$ cat src/rtl/isdu_waitstate.sv
`timescale 1ns / 1ps
`default_nettype none
// ============================================================================
//  Module   : isdu_waitstate
//  Brief    : SLC-3 instruction sequencer/decoder (Moore FSM) with
//             parametrised SRAM wait states and optional fetch pause.
//  Revision : 1.0 - initial release
// ============================================================================
module isdu_waitstate #(
    parameter int MEM_WAIT    = 1,
    parameter int PAUSE_FETCH = 0
) (
    input  logic       Clk,
    input  logic       Reset_n,
    input  logic       Run,
    input  logic       Continue,
    input  logic       ContinueIR,
    input  logic       BEN,
    input  logic [3:0] Opcode,
    input  logic       IR_5,
    output logic       LD_MAR,
    output logic       LD_MDR,
    output logic       LD_IR,
    output logic       LD_BEN,
    output logic       LD_CC,
    output logic       LD_REG,
    output logic       LD_PC,
    output logic       LD_LED,
    output logic       GatePC,
    output logic       GateMDR,
    output logic       GateALU,
    output logic       GateMARMUX,
    output logic [1:0] PCMUX,
    output logic       DRMUX,
    output logic       SR1MUX,
    output logic       SR2MUX,
    output logic       ADDR1MUX,
    output logic [1:0] ADDR2MUX,
    output logic [1:0] ALUK,
    output logic       MIO_EN,
    output logic       Mem_OE_n,
    output logic       Mem_WE_n
);

    localparam int              c_wc_w      = (MEM_WAIT > 0) ? $clog2(MEM_WAIT + 1) : 1;
    localparam logic [c_wc_w-1:0] c_wait_last = c_wc_w'(MEM_WAIT);

    typedef enum logic [4:0] {
        HALTED    = 5'd0,
        S18       = 5'd1,
        S33       = 5'd2,
        S35       = 5'd3,
        PAUSE_IR1 = 5'd4,
        PAUSE_IR2 = 5'd5,
        S32       = 5'd6,
        S01       = 5'd7,
        S05       = 5'd8,
        S09       = 5'd9,
        S00       = 5'd10,
        S22       = 5'd11,
        S12       = 5'd12,
        S04       = 5'd13,
        S21       = 5'd14,
        S06       = 5'd15,
        S25       = 5'd16,
        S27       = 5'd17,
        S07       = 5'd18,
        S23       = 5'd19,
        S16       = 5'd20,
        S13       = 5'd21,
        PAUSE1    = 5'd22,
        PAUSE2    = 5'd23
    } state_t;

    state_t              r_state;
    state_t              w_next;
    logic [c_wc_w-1:0]   r_wc;
    logic                w_mem_state;
    logic                w_wait_done;

    assign w_mem_state = (r_state == S33) || (r_state == S25) || (r_state == S16);
    assign w_wait_done = (r_wc == c_wait_last);

    // Memory states are only ever entered from and left to non-memory states,
    // so clearing whenever the count is not advancing gives a fresh count on entry.
    always_ff @(posedge Clk or negedge Reset_n) begin
        if (!Reset_n) begin
            r_state <= HALTED;
            r_wc    <= '0;
        end else begin
            r_state <= w_next;
            if (w_mem_state && !w_wait_done)
                r_wc <= r_wc + 1'b1;
            else
                r_wc <= '0;
        end
    end

    always_comb begin
        w_next     = r_state;
        LD_MAR     = 1'b0;
        LD_MDR     = 1'b0;
        LD_IR      = 1'b0;
        LD_BEN     = 1'b0;
        LD_CC      = 1'b0;
        LD_REG     = 1'b0;
        LD_PC      = 1'b0;
        LD_LED     = 1'b0;
        GatePC     = 1'b0;
        GateMDR    = 1'b0;
        GateALU    = 1'b0;
        GateMARMUX = 1'b0;
        PCMUX      = 2'b00;
        DRMUX      = 1'b0;
        SR1MUX     = 1'b0;
        SR2MUX     = 1'b0;
        ADDR1MUX   = 1'b0;
        ADDR2MUX   = 2'b00;
        ALUK       = 2'b00;
        MIO_EN     = 1'b0;
        Mem_OE_n   = 1'b1;
        Mem_WE_n   = 1'b1;

        case (r_state)
            HALTED: begin
                if (Run)
                    w_next = S18;
            end
            S18: begin
                GatePC = 1'b1;
                LD_MAR = 1'b1;
                LD_PC  = 1'b1;
                w_next = S33;
            end
            S33, S25: begin
                Mem_OE_n = 1'b0;
                if (w_wait_done) begin
                    LD_MDR = 1'b1;
                    MIO_EN = 1'b1;
                    w_next = (r_state == S33) ? S35 : S27;
                end
            end
            S35: begin
                GateMDR = 1'b1;
                LD_IR   = 1'b1;
                w_next  = (PAUSE_FETCH != 0) ? PAUSE_IR1 : S32;
            end
            PAUSE_IR1: begin
                if (ContinueIR)
                    w_next = PAUSE_IR2;
            end
            PAUSE_IR2: begin
                if (!ContinueIR)
                    w_next = S32;
            end
            S32: begin
                LD_BEN = 1'b1;
                case (Opcode)
                    4'b0001: w_next = S01;
                    4'b0101: w_next = S05;
                    4'b1001: w_next = S09;
                    4'b0000: w_next = S00;
                    4'b1100: w_next = S12;
                    4'b0100: w_next = S04;
                    4'b0110: w_next = S06;
                    4'b0111: w_next = S07;
                    4'b1101: w_next = S13;
                    default: w_next = S18;
                endcase
            end
            S01, S05, S09: begin
                SR1MUX  = 1'b1;
                SR2MUX  = (r_state == S09) ? 1'b0 : IR_5;
                ALUK    = (r_state == S01) ? 2'b00 : ((r_state == S05) ? 2'b01 : 2'b10);
                GateALU = 1'b1;
                LD_REG  = 1'b1;
                LD_CC   = 1'b1;
                w_next  = S18;
            end
            S00: begin
                w_next = BEN ? S22 : S18;
            end
            S22: begin
                PCMUX    = 2'b10;
                ADDR2MUX = 2'b10;
                LD_PC    = 1'b1;
                w_next   = S18;
            end
            S12: begin
                PCMUX    = 2'b10;
                ADDR1MUX = 1'b1;
                SR1MUX   = 1'b1;
                LD_PC    = 1'b1;
                w_next   = S18;
            end
            S04: begin
                DRMUX  = 1'b1;
                GatePC = 1'b1;
                LD_REG = 1'b1;
                w_next = S21;
            end
            S21: begin
                PCMUX    = 2'b10;
                ADDR2MUX = 2'b11;
                LD_PC    = 1'b1;
                w_next   = S18;
            end
            S06, S07: begin
                SR1MUX     = 1'b1;
                ADDR1MUX   = 1'b1;
                ADDR2MUX   = 2'b01;
                GateMARMUX = 1'b1;
                LD_MAR     = 1'b1;
                w_next     = (r_state == S06) ? S25 : S23;
            end
            S27: begin
                GateMDR = 1'b1;
                LD_REG  = 1'b1;
                LD_CC   = 1'b1;
                w_next  = S18;
            end
            S23: begin
                ALUK    = 2'b11;
                GateALU = 1'b1;
                LD_MDR  = 1'b1;
                w_next  = S16;
            end
            S16: begin
                Mem_WE_n = 1'b0;
                if (w_wait_done)
                    w_next = S18;
            end
            // LD_LED fires once here; the wait for Continue happens in PAUSE1
            S13: begin
                LD_LED = 1'b1;
                w_next = Continue ? PAUSE2 : PAUSE1;
            end
            PAUSE1: begin
                if (Continue)
                    w_next = PAUSE2;
            end
            PAUSE2: begin
                if (!Continue)
                    w_next = S18;
            end
            default: begin
                w_next = HALTED;
            end
        endcase
    end

endmodule
`default_nettype wire
$ cat config.mk
export PLATFORM = sky130hd
export DESIGN_NAME = isdu_waitstate
export DESIGN_NICKNAME = d
export VERILOG_FILES = /design/src/rtl/isdu_waitstate.sv
export SDC_FILE = /design/constraint.sdc
export NUM_CORES = 1
export LEC_CHECK = 0
export BUFFER_PORTS_ARGS = -buffer_cell sky130_fd_sc_hd__buf_2
export CAP_MARGIN = 20
export CORE_UTILIZATION = 35
export DETAILED_ROUTE_END_ITERATION = 8
export GPL_ROUTABILITY_DRIVEN = 0
export PLACE_DENSITY = 0.69
export SYNTH_ARGS = -nofsm -noshare
export SYNTH_HDL_FRONTEND = slang
export SYNTH_SLANG_ARGS = --single-unit
$ cat constraint.sdc
create_clock -name Clk -period 2.3 [get_ports Clk]
set_input_delay 0.46 -clock Clk [delete_from_list [all_inputs] [get_ports Clk]]
set_output_delay 0.46 -clock Clk [all_outputs]
set_load 0.05 [all_outputs]
==> metrics <==
global-route wire length before repair 5347 µm; Antenna Cells 0; Final Cell Area 1361 µm²; synthesized net count 157; via count 1284; fin crit share 0.9882; post-synth design cell area 998.5 µm²; YS warnings 0; Starting Density 0.3652; GRT overflow 0; Post-DRT Antenna Nets 0; Met1 Wirelength 1293 µm; Area contributors post-synth dfrtp_1, nor2_1, xnor2_1, nand2b_1, nand2_1; HP Class in2async; IO buf count 34; Critical R2R Capture r_state[0]; commonest non-fill, non-tap cell in the layout buf_2; Yosys reg bits 6; crit-path max FO 8; synthesis-to-layout area growth 36.34%; RSZ-0062 raised after global routing no; postcts setup bufs 0; Final Skew 0.001605 ns; I/O pins 36; status finished clean; TritonCTS clock tree yes; area post-placement 1319 µm²; Non-Filler Instances 215; htree depth 1; library cells used by synthesis 52; Pleak 0.5935 nW; final WL 3187 µm; Peak VDD IR 0.0008855 V; GRT Overall Usage 0.2127; top sig layer met4; crit path capture type primary output; largest net degree at the start of global routing 14; die area 3070 µm²; initial antenna violation count 0; hold buffers post-CTS 0; row cnt 19; post-synthesis sequential area ratio 0.1504; CTS buffer count 3; Avg Synthesized Cell Area 6.886 µm²; met3 WL 202 µm; Final Power 2.116 mW; crit path kind reg2out; top_reg_cell synth dfrtp_1; Post-synth EDFFs 0; share of the synthesized area in the top cell type 0.1504; DIE HEIGHT 55.41 µm; Critical Path Start Type flip-flop; CTS clock-pin slew for the worst setup and hold paths 0.05 ns; CTS Root Cell clkbuf_4; WL per Instance 14.82 µm; DRT Pass-1 Iters 4; reg-to-reg startpoint r_state[2]; asr flop ratio synth 1.000; vias in the first global route 1251; clk_lat worst skew 0.25 ns; CP required 1.84 ns; crit path DAT 1.81 ns; fmax 440.0 MHz; # setup viols final 0; most frequent cells in the layout buf_2, buf_4, nor2_1, nand2_1, nand2b_1; cells on worst reg2reg path 6; Max Cap Violations 0; Cells after Synth 145; clk sinks 6; leading area contributor after synthesis dfrtp_1; DPL Wire Length 2503 µm; Fill cells 263; R2R setup slack 0.26 ns; hold slack 0.02752 ns; PwrDens 1554 nW/µm²; Core Box Area 2734 µm²; dpl cells 212; DR vias/cell 5.972; DR WL met2 1599 µm; Pins Over Slew Limit 0; share of layout cells above drive strength 1 0.4293; crit path time final 2.273 ns; Max Buffers Root-to-Sink 2; DR iter-0 viols 44; setup TNS 0 ns; DR DRC count 0; Hold Vio Cnt, Final 0; Net count, final 198; Die Wd 55.41 µm
-- synth_stat cells (all sizes together), types with 2 or more instances --
cell     n
nor2    16
a22oi    5
a21o     2
a21oi    8
buf     10
or3      2
xnor2    6
o211ai   2
nand3    6
clkbuf   3
inv      7
a211oi   2
or4      2
nor4     4
o22ai    2
o21ai    8
xor2     3
dfrtp    6
nor3     4
nor2b    2
nand2b   8
a31oi    3
nand2   11
-- critical path, stage by stage (launching register included) --
cell     delay [ns]
dfrtp_1        0.42
buf_4          0.19
or4_1          0.53
a21oi_1        0.15
buf_2          0.27
-- metrics by stage --
| stage | worst slack, ns | util |
|---|---|---|
| 2_1_floorplan | -0.1599 | - |
| 3_3_place_gp | 0.1996 | 0.4824 |
| 3_5_place_dp | 0.1930 | 0.4824 |
| 4_1_cts | 0.002585 | 0.4929 |
| 5_1_grt | 0.0005349 | 0.4979 |
| 6_report | 0.02712 | 0.4979 |
-- registers in the layout, indices dropped and copies added, names as in the netlist --
name	count
r_state	5
r_wc	1
-- area by class of cell --
class	count	area [µm²]	area share
Multi-Input combinational cell	119	833.3	0.6121
Timing Repair Buffer	49	285.3	0.2096
Sequential cell	6	155.1	0.1140
Inverter	7	26.28	0.01930
Tap cell	31	38.79	0.02849
Clock buffer	3	22.52	0.01654
-- worst max path at each step --
| stage | startpoint | end | slack (ns) |
|---|---|---|---|
| global route | r_state[3] | ADDR2MUX[0] | 0.0005 |
| CTS | r_state[2] | LD_BEN | 0.003 |
| finish | r_state[3] | ADDR2MUX[0] | 0.03 |
| detailed placement | r_state[2] | r_state[0] | 0.19 |
| global placement | r_state[2] | r_state[0] | 0.20 |
| floorplan | r_state[2] | ADDR2MUX[0] | -0.16 |
-- cells by family (layout without fill, tap and decap cells) --
family,count (synthesis),after routing,share of synthesized area
simple gates,62,62,0.3421
compound gates,44,44,0.3033
buf+inv,20,59,0.08773
xor+xnor,9,9,0.07895
flops,6,6,0.1504
mux,2,2,0.02130
fa+ha+maj,1,1,0.01253
other cells,1,1,0.003756
-- timing repair --
action                                  CTS  global route
endpoints found under the setup margin    5            12
resized for setup                         3             6
cloned                                    0             0
pin swaps                                 0             0
hold endpoints to repair                  0             0
-- per-layer routing --
metal | vias up | track usage
met5 | - | 0
met4 | 0 | 0.1143
met3 | 10 | 0.02108
met2 | 60 | 0.3597
met1 | 612 | 0.2649
li1 | 602 | -
-- report_power, final --
| part | internal [mW] | switching (mW) | total (mW) |
|---|---|---|---|
| Sequential | 0.157 | 0.123 | 0.280 |
| Clock | 0.0594 | 0.0434 | 0.103 |
| Combinational | 0.614 | 1.12 | 1.73 |
| Total | 0.830 | 1.29 | 2.12 |
Note: power is estimated with default switching activity, not from simulation.
